$ cat src/rtl/console_tx.sv
`default_nettype none
// ============================================================================
// Module   : console_tx
// Purpose  : Memory-mapped paced byte transmitter. Software writes bytes to
//            TXDATA and they are queued in a FIFO. A drain FSM sends them as a
//            valid/ready byte stream, leaving a programmable gap after each
//            byte. STATUS reports full/empty/level and a sticky overflow flag.
//            CTRL holds enable, irq_en and the gap divider.
// Ports    : clk_i, rst_i        - clock, asynchronous active-high reset
//            req_i/we_i/be_i/addr_i/wdata_i - bus request (granted same cycle)
//            rvalid_o/rdata_o/err_o         - bus response, one cycle later
//            tx_valid_o/tx_data_o/tx_ready_i - downstream byte stream
//            irq_o               - empty interrupt
// Config   : CONSOLE_TX_IRQ_EN - when defined, the registered empty
//            interrupt and the writable CTRL.irq_en bit are built. When it is
//            undefined, irq_o is tied low and CTRL bit1 reads as 0.
// Revision : 1.0 - initial release
// ============================================================================
module console_tx #(
    parameter int DEPTH   = 16,
    parameter int LEVEL_W = $clog2(DEPTH) + 1
) (
    input  logic        clk_i,
    input  logic        rst_i,
    input  logic        req_i,
    input  logic        we_i,
    input  logic [3:0]  be_i,
    input  logic [31:0] addr_i,
    input  logic [31:0] wdata_i,
    output logic        rvalid_o,
    output logic [31:0] rdata_o,
    output logic        err_o,
    output logic        tx_valid_o,
    output logic [7:0]  tx_data_o,
    input  logic        tx_ready_i,
    output logic        irq_o
);

    localparam int                 c_PTR_W      = $clog2(DEPTH);
    localparam logic [LEVEL_W-1:0] c_FULL_LEVEL = LEVEL_W'(DEPTH);
    localparam logic [LEVEL_W-1:0] c_LEVEL_ONE  = LEVEL_W'(1);
    localparam logic [9:0]         c_OFF_TXDATA = 10'h000;
    localparam logic [9:0]         c_OFF_STATUS = 10'h004;
    localparam logic [9:0]         c_OFF_CTRL   = 10'h008;

    typedef enum logic [1:0] {
        S_IDLE = 2'd0,
        S_SEND = 2'd1,
        S_WAIT = 2'd2
    } state_t;

    // ------------------------------------------------------------------
    // Registers
    // ------------------------------------------------------------------
    logic [7:0]         r_mem [DEPTH];
    logic [c_PTR_W-1:0] r_wr_ptr;
    logic [c_PTR_W-1:0] r_rd_ptr;
    logic [LEVEL_W-1:0] r_level;
    logic               r_overflow;
    logic               r_enable;
    logic [7:0]         r_div;
    logic               r_irq_en;
    state_t             r_state;
    logic [7:0]         r_gap;
    logic               r_rvalid;
    logic [31:0]        r_rdata;
    logic               r_err;

    // ------------------------------------------------------------------
    // Address decode
    // ------------------------------------------------------------------
    logic [9:0]  w_off;
    logic        w_sel_txdata;
    logic        w_sel_status;
    logic        w_sel_ctrl;
    logic        w_legal;
    logic        w_ctrl_wr;
    logic        w_status_wr;
    logic        w_push_req;
    logic        w_full;
    logic        w_empty;
    logic        w_push;
    logic        w_pop;
    logic        w_ovf_set;
    logic [31:0] w_status;
    logic [31:0] w_ctrl;
    logic [31:0] w_rdata_next;
    logic        w_err_next;
    logic        w_tx_valid;
    state_t      w_state_next;
    logic [7:0]  w_gap_next;

    // Offsets are word aligned, so comparing all ten bits also rejects
    // any access with addr_i[1:0] != 0.
    assign w_off        = addr_i[9:0];
    assign w_sel_txdata = (w_off == c_OFF_TXDATA);
    assign w_sel_status = (w_off == c_OFF_STATUS);
    assign w_sel_ctrl   = (w_off == c_OFF_CTRL);
    assign w_legal      = w_sel_txdata | w_sel_status | w_sel_ctrl;

    assign w_ctrl_wr    = req_i & we_i & w_sel_ctrl;
    assign w_status_wr  = req_i & we_i & w_sel_status;
    assign w_push_req   = req_i & we_i & w_sel_txdata & be_i[0];

    // Fullness is judged on the state at the start of the cycle, so a pop
    // in the same cycle never makes room for a push.
    assign w_full       = (r_level == c_FULL_LEVEL);
    assign w_empty      = (r_level == '0);
    assign w_push       = w_push_req & ~w_full;
    assign w_ovf_set    = w_push_req & w_full;
    assign w_pop        = (r_state == S_SEND) & tx_ready_i;

    // ------------------------------------------------------------------
    // Register read mux
    // ------------------------------------------------------------------
    always_comb begin
        w_status               = '0;
        w_status[0]            = w_full;
        w_status[1]            = w_empty;
        w_status[2]            = r_overflow;
        w_status[8 +: LEVEL_W] = r_level;
    end

    assign w_ctrl = {16'h0000, r_div, 6'b000000, r_irq_en, r_enable};

    always_comb begin
        w_rdata_next = '0;
        w_err_next   = req_i & ~w_legal;
        if (req_i && !we_i) begin
            if (w_sel_status) begin
                w_rdata_next = w_status;
            end else if (w_sel_ctrl) begin
                w_rdata_next = w_ctrl;
            end
        end
    end

    always_ff @(posedge clk_i or posedge rst_i) begin
        if (rst_i) begin
            r_rvalid <= 1'b0;
            r_rdata  <= '0;
            r_err    <= 1'b0;
        end else begin
            r_rvalid <= req_i;
            r_rdata  <= w_rdata_next;
            r_err    <= w_err_next;
        end
    end

    assign rvalid_o = r_rvalid;
    assign rdata_o  = r_rdata;
    assign err_o    = r_err;

    // ------------------------------------------------------------------
    // Control and status registers
    // ------------------------------------------------------------------
    always_ff @(posedge clk_i or posedge rst_i) begin
        if (rst_i) begin
            r_enable   <= 1'b0;
            r_div      <= 8'h00;
            r_overflow <= 1'b0;
        end else begin
            if (w_ctrl_wr && be_i[0]) begin
                r_enable <= wdata_i[0];
            end
            if (w_ctrl_wr && be_i[1]) begin
                r_div <= wdata_i[15:8];
            end
            // A push and a STATUS write cannot share a cycle, so the set and
            // the clear never compete.
            if (w_ovf_set) begin
                r_overflow <= 1'b1;
            end else if (w_status_wr && be_i[0] && wdata_i[2]) begin
                r_overflow <= 1'b0;
            end
        end
    end

`ifdef CONSOLE_TX_IRQ_EN
    logic r_irq;

    always_ff @(posedge clk_i or posedge rst_i) begin
        if (rst_i) begin
            r_irq_en <= 1'b0;
            r_irq    <= 1'b0;
        end else begin
            if (w_ctrl_wr && be_i[0]) begin
                r_irq_en <= wdata_i[1];
            end
            r_irq <= r_irq_en & w_empty & (r_state == S_IDLE);
        end
    end

    assign irq_o = r_irq;
`else
    assign r_irq_en = 1'b0;
    assign irq_o    = 1'b0;
`endif

    // ------------------------------------------------------------------
    // FIFO storage and pointers
    // ------------------------------------------------------------------
    always_ff @(posedge clk_i) begin
        if (w_push) begin
            r_mem[r_wr_ptr] <= wdata_i[7:0];
        end
    end

    // DEPTH is a power of two, so the pointers wrap naturally.
    always_ff @(posedge clk_i or posedge rst_i) begin
        if (rst_i) begin
            r_wr_ptr <= '0;
            r_rd_ptr <= '0;
            r_level  <= '0;
        end else begin
            if (w_push) begin
                r_wr_ptr <= r_wr_ptr + 1'b1;
            end
            if (w_pop) begin
                r_rd_ptr <= r_rd_ptr + 1'b1;
            end
            case ({w_push, w_pop})
                2'b10:   r_level <= r_level + c_LEVEL_ONE;
                2'b01:   r_level <= r_level - c_LEVEL_ONE;
                default: r_level <= r_level;
            endcase
        end
    end

    // ------------------------------------------------------------------
    // Drain FSM
    // ------------------------------------------------------------------
    always_ff @(posedge clk_i or posedge rst_i) begin
        if (rst_i) begin
            r_state <= S_IDLE;
            r_gap   <= 8'h00;
        end else begin
            r_state <= w_state_next;
            r_gap   <= w_gap_next;
        end
    end

    always_comb begin
        w_state_next = r_state;
        w_gap_next   = r_gap;
        w_tx_valid   = 1'b0;
        case (r_state)
            S_IDLE: begin
                // Enable only gates the start of a byte; a byte already in
                // SEND is always completed.
                if (r_enable && !w_empty) begin
                    w_state_next = S_SEND;
                end
            end
            S_SEND: begin
                w_tx_valid = 1'b1;
                if (tx_ready_i) begin
                    w_gap_next   = r_div;
                    w_state_next = (r_div == 8'h00) ? S_IDLE : S_WAIT;
                end
            end
            S_WAIT: begin
                w_gap_next = r_gap - 8'h01;
                if (r_gap == 8'h01) begin
                    w_state_next = S_IDLE;
                end
            end
            default: begin
                w_state_next = S_IDLE;
            end
        endcase
    end

    assign tx_valid_o = w_tx_valid;
    assign tx_data_o  = (r_state == S_SEND) ? r_mem[r_rd_ptr] : 8'h00;

    // Bus bits that are not decoded.
    logic w_unused;
    assign w_unused = ^{addr_i[31:10], wdata_i[31:16], be_i[3:2]};

endmodule
`default_nettype wire
$ cat config.mk
export PLATFORM = sky130hd
export DESIGN_NAME = console_tx
export DESIGN_NICKNAME = d
export VERILOG_FILES = /design/src/rtl/console_tx.sv
export SDC_FILE = /design/constraint.sdc
export NUM_CORES = 1
export LEC_CHECK = 0
export ABC_AREA = 1
export CORE_ASPECT_RATIO = 0.5
export CORE_MARGIN = 1.5
export CORE_UTILIZATION = 49
export DETAILED_ROUTE_END_ITERATION = 12
export PLACE_DENSITY = 0.74
export SYNTH_ARGS = -nofsm -noshare
export SYNTH_HDL_FRONTEND = slang
export SYNTH_SLANG_ARGS = --single-unit
$ cat constraint.sdc
create_clock -name clk_i -period 1.8 [get_ports clk_i]
set_input_delay 0.36 -clock clk_i [delete_from_list [all_inputs] [get_ports clk_i]]
set_output_delay 0.36 -clock clk_i [all_outputs]
set_load 0.01 [all_outputs]
==> results.cfg <==
[critical_path]
critPathArrivalTime_ps = 1950
critPathLaunchType = flop
r2r_start = r_level[0]
rrSetupSlack_ps = -120
end_kind = primary output
cp.required_ps = 1440
r2r_end = r_level[4]
r2r_cells = 16
critPathKind = reg -> out
worst-path-max-fanout = 11

[route]
wl_mm = 21.3
drc = 0
via_per_inst = 5.20
wl_per_cell_um = 17.1
drtAntennaViolNets = 0
dr.pass1.iters = 5
routed-via-count = 6476
drt_iter0_drc = 559

[synth]
synth_edf_count = 128
yosys_warnings = 0
ys_async_sr_fraction_pct = 26.4
netlist_area_sq_um = 8130
yosysTopAreaCell = edfxtp_1
ys_ff_latch = 174
syn_area_per_cell_sq_um = 9.58
synthTopCellsByArea = edfxtp_1 (47%), dfrtp_1 (14%), nand2_1 (13%)
yosysTopAreaCellShare_pct = 47.3
synth_cell_types = 36
synthFlopType = edfxtp_1
ys_seq_area_share_pct = 61.4
syn-instance-count = 849

[global_route]
met2_usage_pct = 41.7
track_usage_pct = 24.7
antenna_found_initial = 0
grt_pass1_vias = 6089
grt-ovfl-total = 0
grt.busiest_layer = met2
use_met3_pct = 5.31
grt_pass1_wl_mm = 31.8
grt_max_degree = 31
grt_use_met1_pct = 32.0

[timing]
fin_crit_ps = 2310
fmax_mhz = 432
finalMaxSlewViolations = 0
fin_skew_ps = 19.4
fin_ws_ps = -514
fin_crit_sh_pct = 129
slew_headroom_pct = 64.9
setup_viol = 11
rsz0062_at_grt = yes
fin_tns_setup_ps = -4130
worst_slew_pin_slew_ps = 525
finalHoldViolations = 0

[place]
gp_congestion = 0.900
port_buffers = 54
dpl.hpwl_mm = 12.5

[job]
max_cap_violations = 0

[pwr]
total_power_w = 0.0146
power.leakage_nw = 4.87
peakVddDrop_uv = 661
p_per_area_nw_per_um2 = 1340

[final_layout]
fillers = 1173
diodes = 0
area_growth_pct = 34.0
layout.nets = 1089
drive_gt1_share_pct = 27.7

[hold_path]
hold_path_class = in -> async

[floorplan]
die_y_um = 94.1
die_w_um = 185
start_util_pct = 49.9
dieArea_sq_um = 17400
rows = 33
ios = 117
coreArea_sq_um = 16300

[clock_tree]
cts_root_buf = clkbuf_16
clk_latency_ps = 430
path_clk_slew_ps = 70
cts_made_buffers = 17
cts_tree = yes
clkSinkCount = 174
cts_buffer_depth = 2
htree_levels = 4

[status]
status = complete, but fails checks
violations = negative setup slack
## power by group
group / switching [W] / internal (W) / total, W
combinational: 0.00364 / 0.00275 / 0.00639
sequential: 0.000150 / 0.00446 / 0.00461
clock: 0.00162 / 0.00196 / 0.00358
## cell families (layout without fill, tap and decap cells)
group	Yosys count	count (layout)	share of synthesized area (%)
other	1	22	0.0461
adders and majority gates	10	10	1.54
buffers and inverters	170	319	9.39
xor gates and xnor gates	10	10	1.08
AOI/OAI and AO/OA	48	48	3.45
and+or+nand+nor	436	436	23.1
DFF	174	174	61.4
## worst max-delay path, stage by stage, from the launching register on
cell and delay (ps):
dfrtp_2 470, buf_12 190, buf_16 160, nand2_1 90
nand3_1 100, nand3_1 100, nand3_2 110, a21oi_2 170
buf_2 150
## cell usage in the layout (no fill, tap or decap), types with 7 or more instances in the layout
cell             instances
nor2_4                  10
clkbuf_16               21
ha_1                     7
dfrtp_1                 45
nand3_1                 57
o21ai_1                 10
xor2_1                   7
inv_1                  105
edfxtp_1               128
buf_12                  11
conb_1                  22
a21oi_2                  8
buf_4                   78
inv_2                   12
buf_2                    8
nand3_2                 43
clkdlybuf4s50_1         42
nor2_2                  14
buf_6                   18
nor2_1                  17
nand2_1                254
o21ai_0                 16
nand2_2                 15
o21ai_2                  8
## per-stage QoR
stage | area (sq um) | utilization, % | worst slack (ps) | instances | hold slack [ps]
2_1_floorplan | 8250 | - | -67.2 | 870 | 391
3_3_place_gp | 9510 | 58.3 | -598 | 1190 | 466
3_5_place_dp | 9510 | 58.3 | -652 | 1190 | 480
4_1_cts | 10500 | 64.5 | -511 | 1241 | 176
5_1_grt | 10900 | 66.8 | -589 | 1246 | 171
6_report | 10900 | 66.8 | -514 | 1246 | 173
## registers in the layout (all words and copies together), names as in the netlist
register    flops
r_wr_ptr        4
r_state         2
rvalid_o        1
rdata_o        11
err_o           1
r_rd_ptr        4
r_gap           8
r_level         5
r_div           8
r_enable        1
r_overflow      1
r_mem         128
## final cells by class
class	count	area [sq um]	area share, %
clock inverter	11	92.6	0.850
clock buffer	21	483	4.43
timing repair buffer	166	1640	15.0
inverter	121	467	4.28
tap	227	284	2.61
sequential	174	5000	45.9
multi-input combinational	526	2930	26.9
## routing by layer
layer / up-vias / wire (um)
li1: 3014 / -
met1: 3124 / 8920
met2: 296 / 10400
met3: 42 / 1550
met4: 0 / 460
met5: - / 0
## synthesized netlist by cell type, types with 2 or more instances
cell type,number
a21oi_1,11
nand4_1,6
edfxtp_1,128
ha_1,10
nor2_1,37
inv_1,108
nand3_1,100
o21ai_1,9
nor2_4,3
xnor2_1,3
clkbuf_1,4
o21ai_2,8
dfrtp_1,46
xor2_1,7
buf_2,18
inv_2,10
nor3_1,7
nand2_1,274
nand2_2,2
buf_4,25
clkinv_1,2
o21ai_0,17
## timing repair
item,CTS,global route
buffers inserted,15,6
endpoints found under the setup margin,141,142
pin swaps,28,41
resized for setup,101,77
gates cloned,4,3
hold buffers,0,0
## worst max path at each step
stage	start	endpoint	slack (ps)	cells past startpoint
after floorplan	addr_i[9]	r_level[4]	-70	16
after global placement	addr_i[1]	r_mem[7][3]	-600	10
after detailed placement	addr_i[1]	r_mem[7][3]	-650	10
after CTS	r_rd_ptr[0]	tx_data_o[3]	-510	9
after global routing	r_rd_ptr[0]	tx_data_o[5]	-590	10
final	r_rd_ptr[0]	tx_data_o[7]	-510	8
Power figures use the tool's default switching activity.
